$ cat config.mk
export PLATFORM = sky130hd
export DESIGN_NAME = rx_arq_ctrl
export DESIGN_NICKNAME = d
export VERILOG_FILES = /design/src/rtl/rx_arq_ctrl.sv
export SDC_FILE = /design/constraint.sdc
export NUM_CORES = 1
export LEC_CHECK = 0
export ABC_AREA = 1
export BUFFER_PORTS_ARGS = -buffer_cell sky130_fd_sc_hd__buf_4
export CAP_MARGIN = 20
export CORE_UTILIZATION = 45
export CTS_BUF_LIST = sky130_fd_sc_hd__clkbuf_2 sky130_fd_sc_hd__clkbuf_4 sky130_fd_sc_hd__clkbuf_8
export DETAILED_ROUTE_END_ITERATION = 10
export GPL_TIMING_DRIVEN = 0
export SLEW_MARGIN = 10
export SYNTH_ARGS = -nofsm -noshare
export SYNTH_HDL_FRONTEND = slang
export SYNTH_SLANG_ARGS = --single-unit
export TNS_END_PERCENT = 1
$ cat constraint.sdc
create_clock -name i_clk -period 1.7 [get_ports i_clk]
set_clock_uncertainty 0.15 [all_clocks]
set_input_delay 0.085 -clock i_clk [delete_from_list [all_inputs] [get_ports i_clk]]
set_output_delay 0.085 -clock i_clk [all_outputs]
set_load 0.02 [all_outputs]
$ cat src/rtl/rx_arq_ctrl.sv
// rx_arq_ctrl: receive-side ARQ sequencer (ACK pulse, FIFO flush, retry count, frame drop).
// Optional RECV watchdog is built only when RX_ARQ_TIMEOUT_EN is defined.
module rx_arq_ctrl #(
   parameter int ACK_LEN     = 16,
   parameter int MAX_RETRY   = 3,
   parameter int TIMEOUT_CYC = 100000
) (
   input  logic       i_clk,
   input  logic       i_rst_n,
   input  logic       i_arq_en,
   input  logic       i_frame_start,
   input  logic       i_crc_err,
   input  logic       i_crc_err_valid,
   output logic       o_otn_rx_ack,
   output logic       o_fifo_flush,
   output logic       o_uart_tx_enable,
   output logic [3:0] o_retry_cnt,
   output logic       o_frame_drop,
   output logic       o_busy
);

   typedef enum logic [1:0] {IDLE = 2'd0, RECV = 2'd1, ACK = 2'd2, FLUSH = 2'd3} state_t;

   // Handshake: i_frame_start and i_crc_err_valid are single-cycle strobes sampled on the
   // rising edge; there is no back-pressure, a strobe not acted on is simply discarded.
   state_t     state_q, state_d;
   logic       pend_q, pend_d;
   logic [7:0] ack_cnt_q, ack_cnt_d;
   logic       ack_q, ack_d;
   logic       flush_q, flush_d;
   logic       en_q, en_d;
   logic [3:0] retry_q, retry_d;
   logic       drop_q, drop_d;
   logic       busy_q, busy_d;
   logic       err_hit;
   logic       wd_expire;
   logic       retry_room;

   if (ACK_LEN < 2 || ACK_LEN > 255 || MAX_RETRY < 1 || MAX_RETRY > 15 || TIMEOUT_CYC < 1)
   begin : g_bad_params
      $error("rx_arq_ctrl: parameter out of range");
   end

`ifdef RX_ARQ_TIMEOUT_EN
   localparam int WDW = $clog2(TIMEOUT_CYC + 1);
   logic [WDW-1:0] wd_q, wd_d;

   assign wd_expire = (state_q == RECV) && (wd_q == WDW'(TIMEOUT_CYC - 1));

   // Counts completed RECV cycles; a lone frame start re-aligns and restarts it.
   always_comb begin
      wd_d = wd_q + 1'b1;
      if (state_q != RECV || (i_frame_start && !i_crc_err_valid)) wd_d = '0;
   end
`else
   assign wd_expire = 1'b0;
`endif

   assign retry_room = ({1'b0, retry_q} + 5'd1) < 5'(MAX_RETRY);

   always_comb begin
      state_d   = state_q;
      pend_d    = pend_q;
      ack_cnt_d = ack_cnt_q;
      ack_d     = 1'b0;
      flush_d   = 1'b0;
      drop_d    = 1'b0;
      en_d      = en_q;
      retry_d   = retry_q;
      err_hit   = 1'b0;
      case (state_q)
         IDLE: begin
            if (i_frame_start || pend_q) begin
               state_d = RECV;
               pend_d  = 1'b0;
            end
         end
         RECV: begin
            if (i_crc_err_valid) begin
               en_d   = ~i_crc_err;
               pend_d = i_frame_start;
               if (i_crc_err) begin
                  err_hit = 1'b1;
               end else begin
                  retry_d = '0;
                  if (i_arq_en) begin
                     state_d   = ACK;
                     ack_d     = 1'b1;
                     ack_cnt_d = 8'(ACK_LEN - 1);
                  end else begin
                     state_d = IDLE;
                  end
               end
            end else if (i_frame_start) begin
               flush_d = 1'b1;
            end else if (wd_expire) begin
               err_hit = 1'b1;
            end
         end
         ACK: begin
            if (ack_cnt_q == 8'd0) begin
               state_d = (pend_q || i_frame_start) ? RECV : IDLE;
               pend_d  = 1'b0;
            end else begin
               ack_d     = 1'b1;
               ack_cnt_d = ack_cnt_q - 8'd1;
               pend_d    = pend_q | i_frame_start;
            end
         end
         FLUSH: begin
            state_d = (pend_q || i_frame_start) ? RECV : IDLE;
            pend_d  = 1'b0;
         end
         default: state_d = IDLE;
      endcase
      // Error frames (CRC or watchdog) retry only in ARQ mode while budget remains.
      if (err_hit) begin
         state_d = FLUSH;
         flush_d = 1'b1;
         if (i_arq_en && retry_room) begin
            retry_d = retry_q + 4'd1;
         end else begin
            retry_d = '0;
            drop_d  = 1'b1;
         end
      end
      busy_d = (state_d != IDLE);
   end

   always_ff @(posedge i_clk or negedge i_rst_n) begin
      if (!i_rst_n) begin
         state_q   <= IDLE;
         pend_q    <= 1'b0;
         ack_cnt_q <= '0;
         ack_q     <= 1'b0;
         flush_q   <= 1'b0;
         en_q      <= 1'b0;
         retry_q   <= '0;
         drop_q    <= 1'b0;
         busy_q    <= 1'b0;
`ifdef RX_ARQ_TIMEOUT_EN
         wd_q      <= '0;
`endif
      end else begin
         state_q   <= state_d;
         pend_q    <= pend_d;
         ack_cnt_q <= ack_cnt_d;
         ack_q     <= ack_d;
         flush_q   <= flush_d;
         en_q      <= en_d;
         retry_q   <= retry_d;
         drop_q    <= drop_d;
         busy_q    <= busy_d;
`ifdef RX_ARQ_TIMEOUT_EN
         wd_q      <= wd_d;
`endif
      end
   end

   assign o_otn_rx_ack     = ack_q;
   assign o_fifo_flush     = flush_q;
   assign o_uart_tx_enable = en_q;
   assign o_retry_cnt      = retry_q;
   assign o_frame_drop     = drop_q;
   assign o_busy           = busy_q;

endmodule

## Word-level counts from Yosys, hierarchy flattened

Cells that the tools add are included.

| storage, ports and cells | value |
|---|---|
| memory bits (writable) | 0 |
| memories | 0 |
| latch bits | 0 |
| memory bits (read-only) | 0 |
| register bits after elaboration | 20 |
| logic and storage cells | 72 |

| cells by class | value |
|---|---|
| eq/ne operators | 9 |
| multiply operators | 0 |
| shift operators | 0 |
| muxes and demuxes | 36 |
| $add $sub $neg | 3 |
| divide/modulo/power cells | 0 |
| $lt $le $gt $ge | 1 |
| reductions and logical operators | 12 |
| bitwise gates (word level) | 2 |

Operator list:

| cell | count |
|---|---|
| two-way mux 8 bit | 4 |
| two-way mux 4 bit | 5 |
| two-way mux 1 bit | 17 |
| one-hot mux 8 bit (2 select lines) | 1 |
| two-way mux 2 bit | 6 |
| inequality test 2 bit, second input constant | 5 |
| zero test 8 bit | 1 |
| one-hot mux 2 bit (4 select lines) | 1 |
| nonzero test 2 bit | 4 |
| subtractor 8 x 1 -> 8 bit, second input constant | 1 |
| adder 4 x 1 -> 5 bit, second input constant | 1 |
| less-than comparator 5 x 2 -> 1 bit, second input constant | 1 |
| AND reduction 5 bit | 1 |
| adder 4 x 1 -> 4 bit, second input constant | 1 |
| == test 2 bit, second input constant | 2 |
| one-hot mux 1 bit (4 select lines) | 1 |
| AND reduction 2 bit | 2 |
| AND reduction 3 bit | 1 |
| == test 2 x 1 -> 1 bit, second input constant | 1 |
| zero test 2 bit | 1 |
| inequality test 2 x 1 -> 1 bit, second input constant | 1 |
| one-hot mux 1 bit (2 select lines) | 1 |
| logical AND 1 bit | 1 |
| logical OR 1 bit | 1 |
| other kinds (2) | 2 |

## Logic depth before layout (Yosys ltp)

| logic depth | value |
|---|---|
| depth after elaboration | 6 |
| gate-level depth with buffers | 10 |

## Least setup slack after synthesis

Ideal clock, no wire load.

| path | value |
|---|---|
| kind | register to register |
| start | reg ack_cnt_q[0] |
| end | reg ack_cnt_q[0] |
| data arrival time | 1,308 ps |
| path buffers | 0 |
| clock period less this slack | 1,580 ps |
| stages on the path, launching flop included | 10 |
| library setup time | 121 ps |
| setup slack | 120 ps |
| cell sequence | dfrtp_1 > inv_1 > ha_1 > nand3_2 > nor2_2 > nand2_2 > nand2_4 > inv_6 > nand2_1 > o21ai_2 |

| on the way | value |
|---|---|
| cells in the longest elaborated chain, start to end | 3 |
| elaborated cells between the ends (all ways) | 6 |
| those cells by class | add/sub: 1; eq/ne: 1; mux: 2; reduce/logical: 2 |

Ends and longest elaborated chain:

| item | line | RTL |
|---|---|---|
| start: declaration | 28 | `logic [7:0] ack_cnt_q, ack_cnt_d;` |
| start signal: assignment | 147 | `ack_cnt_q <= ack_cnt_d;` |
| subtractor 8 x 1 -> 8 bit or zero test 8 bit (tied branches) | 106, 101 |  |
| two-way mux 8 bit or inequality test 2 bit (tied branches) | n/a |  |
| one-hot mux 8 bit (2 select lines) or AND reduction 5 bit (tied branches) | n/a |  |

Several ways; a longest one is shown, not always the timed one. The select of a mux whose other input is x is not followed.
A chain may end at the register's enable or synchronous reset.

## Final worst setup path

| path | value |
|---|---|
| start | reg state_q[1] |
| end | reg retry_q[0] (netlist: o_retry_cnt[0]) |

| on the way | value |
|---|---|
| cells in the longest elaborated chain, start to end | 4 |
| elaborated cells between the ends (all ways) | 7 |
| those cells by class | eq/ne: 2; mux: 2; reduce/logical: 3 |

Ends and longest elaborated chain:

| item | line | RTL |
|---|---|---|
| start: declaration | 26 | `state_t state_q, state_d;` |
| start signal: assignment | 145 | `state_q <= state_d;` |
| == test 2 x 1 -> 1 bit * | 71 | `case (state_q)` |
| two-way mux 1 bit | 71 |  |
| inequality test 2 x 1 -> 1 bit (no line) or nonzero test 2 bit (tied branches) | n/a |  |
| AND reduction 3 bit (no line) | n/a |  |
| end signal: assignment | 151 | `retry_q <= retry_d;` |
| end: declaration | 32 | `logic [3:0] retry_q, retry_d;` |

Every way passes the cells marked *; elsewhere a longest branch is shown, timed or not.

==> impl_metrics.yaml <==
floorplan:
  die_area_sq_um: 2940
  die_x_um: 54.2
  rows: 18
  die_h_um: 54.2
  coreArea_sq_um: 2520
  ios: 15
  start_util_pct: 48.7
finish:
  area_delta_synth_final_pct: 22.9
  regArea_sq_um: 502
  fin_util_pct: 59.8
  multiInputGateArea_sq_um: 658
  fillCellCount: 236
  fin_nets: 204
  layout-drive-gt1-share_pct: 25.1
  diodes: 0
route:
  drt_iter0_markers: 23
  drt-pass1-iter-count: 4
  wirelength_um: 2550
  ant_nets: 0
  drc: 0
  vias: 1081
  via_per_inst: 4.89
  post_drt_wl_per_cell_um: 11.5
synthesis:
  synth_flop_cell: "dfrtp_1"
  syn_area_per_cell_sq_um: 7.39
  synth_cell_types: 22
  synth_seq_cells: 20
  synth_edf_count: 0
  yosys_warnings: 0
  synth_top_area_cell: "dfrtp_1"
  synth.area.top_cells: "dfrtp_1, nand2_1, nand3_1"
  synthArstFlopShare_pct: 100
  synth_top_area_share_pct: 40.8
  synth_commonest_cells: "nand2_1, inv_1, dfrtp_1, nand3_1, nor2_1"
  synth_area_sq_um: 1230
  synthesis.nets: 178
  netlist_instances: 166
  synth.most_common_cell: "nand2_1"
  ys_seq_area_share_pct: 40.8
worst_setup_path:
  crit_fanout: 5
  crit_path_end_kind: "flop"
  arrival_ns: 1.67
  worstPathCellList: "inv_1 > ha_4 > nand2_2 > nor2_4 > inv_2 > nor3_2 > nand2_1 > o21ai_2"
  cp_slowest_stage_delay_ns: 0.46
  rr_worst_depth: 8
  slowest_stage: "dfrtp_2"
  critical_path_class: "reg2reg"
  startpoint_type: "flop"
  path_depth: 8
  path_delay_family: "simple AND/OR/NAND/NOR gates"
  critPathRequiredTime_ns: 1.79
  path_buf_inv: 2
clocking:
  cts-root-buf: "clkbuf_4"
  clkSlewWorstSetupHoldPaths_ns: 0.12
  cts_sinks: 20
  h-tree-depth: 1
  clk_latency_ns: 0.30
  cts_tree: "done"
  cts_buffers: 3
  clockBufferDepth: 2
power:
  power_mw: 2.31
  cellPowerDensity_nw_per_um2: 1530
  ir_drop_v: 0.000846
  leakage_nw: 0.745
hold_path:
  min_path_type: "in2async"
sta:
  setup_tns_ns: 0
  tightestPinTransition_ns: 0.276
  whs_ns: 0.0339
  min_period_ns: 1.58
  setup_violations: 0
  slew_headroom_pct: 81.4
  finalCritPeriodShare_pct: 92.9
  maxSlewViolCount: 0
  max_freq_ghz: 0.633
  finalHoldViolCount: 0
placed_design:
  gp_congestion: 0.825
  io_buffers: 14
  hpwl_um: 1810
global_route:
  grt_max_degree: 21
  grt_first_pass_wirelength_um: 4030
  grt_pass1_vias: 972
  antenna_found_initial: 0
  grt_use_total_pct: 19.6
  globalRouteOverflowTotal: 0
status:
  outcome: "finished clean"
run:
  max_cap_violations: 0
## worst paths after layout
path	start	end	slack, ns
hold / removal	i_rst_n	ack_cnt_q[1]	0.03
setup reg to reg	state_q[1]	o_retry_cnt[0]	0.12
max in group asynchronous	i_rst_n	state_q[1]	1.14
hold reg to reg	o_uart_tx_enable	o_uart_tx_enable	0.37
min in group i_clk	o_uart_tx_enable	o_uart_tx_enable	0.37
setup / recovery	state_q[1]	o_retry_cnt[0]	0.12
## repair_timing
action / CTS / global route
endpoints found under the hold margin: 24 / 0
buffers inserted: 0 / 2
endpoints found under the setup margin: 12 / 14
gates resized for setup: 4 / 9
hold buffers: 5 / 0
## layout make-up
class	count	area share, %
plain buffers	1	0.498
multi-input cells	121	43.6
flip-flops and latches	20	33.3
clock buffers	4	2.40
inverters	24	6.47
repair buffers	21	11.3
well taps	30	2.49
## sequential cells by signal (all words and copies together) (netlist names)
register          cells
ack_cnt_q             8
o_busy                1
o_fifo_flush          1
o_frame_drop          1
o_otn_rx_ack          1
o_retry_cnt           4
o_uart_tx_enable      1
pend_q                1
state_q               2
## metal layers
metal	part of all wire (%)	wire, um	global-route usage [%]	vias to the layer above
li1	-	-	-	573
met1	46	1180	23.4	491
met2	50	1280	34.8	15
met3	2.7	69	5.83	2
met4	0.59	15	3.85	0
met5	0	0	0	-
## cells in the final DEF (no fill, tap or decap)
cell,synthesis,routed
inv_6,1,1
a21oi_1,1,1
nor3_2,1,1
dfrtp_2,0,1
clkbuf_4,0,4
inv_2,2,3
clkbuf_8,0,1
nor2_4,2,2
dfrtp_1,20,19
o21ai_1,4,4
inv_1,21,19
nand2_2,3,3
inv_4,0,1
o21ai_2,5,5
nand2_4,1,1
ha_2,0,1
nand3_1,16,16
nor2_2,2,3
nand4_1,1,1
nand3_2,2,2
nand2_1,54,54
nor2_1,15,14
a21oi_2,1,1
nor3_1,2,2
ha_4,0,2
dlygate4sd3_1,0,5
ha_1,6,3
o21ai_0,5,5
buf_4,0,16
## per-stage QoR
| stage | cells | setup slack (ns) | area, sq um |
|---|---|---|---|
| after floorplan | 166 | 0.120 | 1230 |
| after global placement | 210 | -0.0482 | 1370 |
| after detailed placement | 210 | -0.0704 | 1370 |
| after CTS | 219 | -0.0169 | 1470 |
| after global routing | 221 | -0.00780 | 1510 |
| final | 221 | 0.120 | 1510 |
## cell families after synthesis
logic type | count (synthesis) | share of synthesized area, %
buffers and inverters | 25 | 8.05
flip-flops | 20 | 40.8
adder cells (fa/ha/maj) | 6 | 6.12
AND/OR/NAND/NOR | 99 | 36.7
AO/OA/AOI/OAI | 16 | 8.36
## power breakdown
group	switching, mW	total, mW	internal, mW
combinational	0.774	1.27	0.497
sequential	0.134	0.762	0.628
clock	0.150	0.280	0.131
total	1.06	2.31	1.26
(Power assumes the default switching activity.)
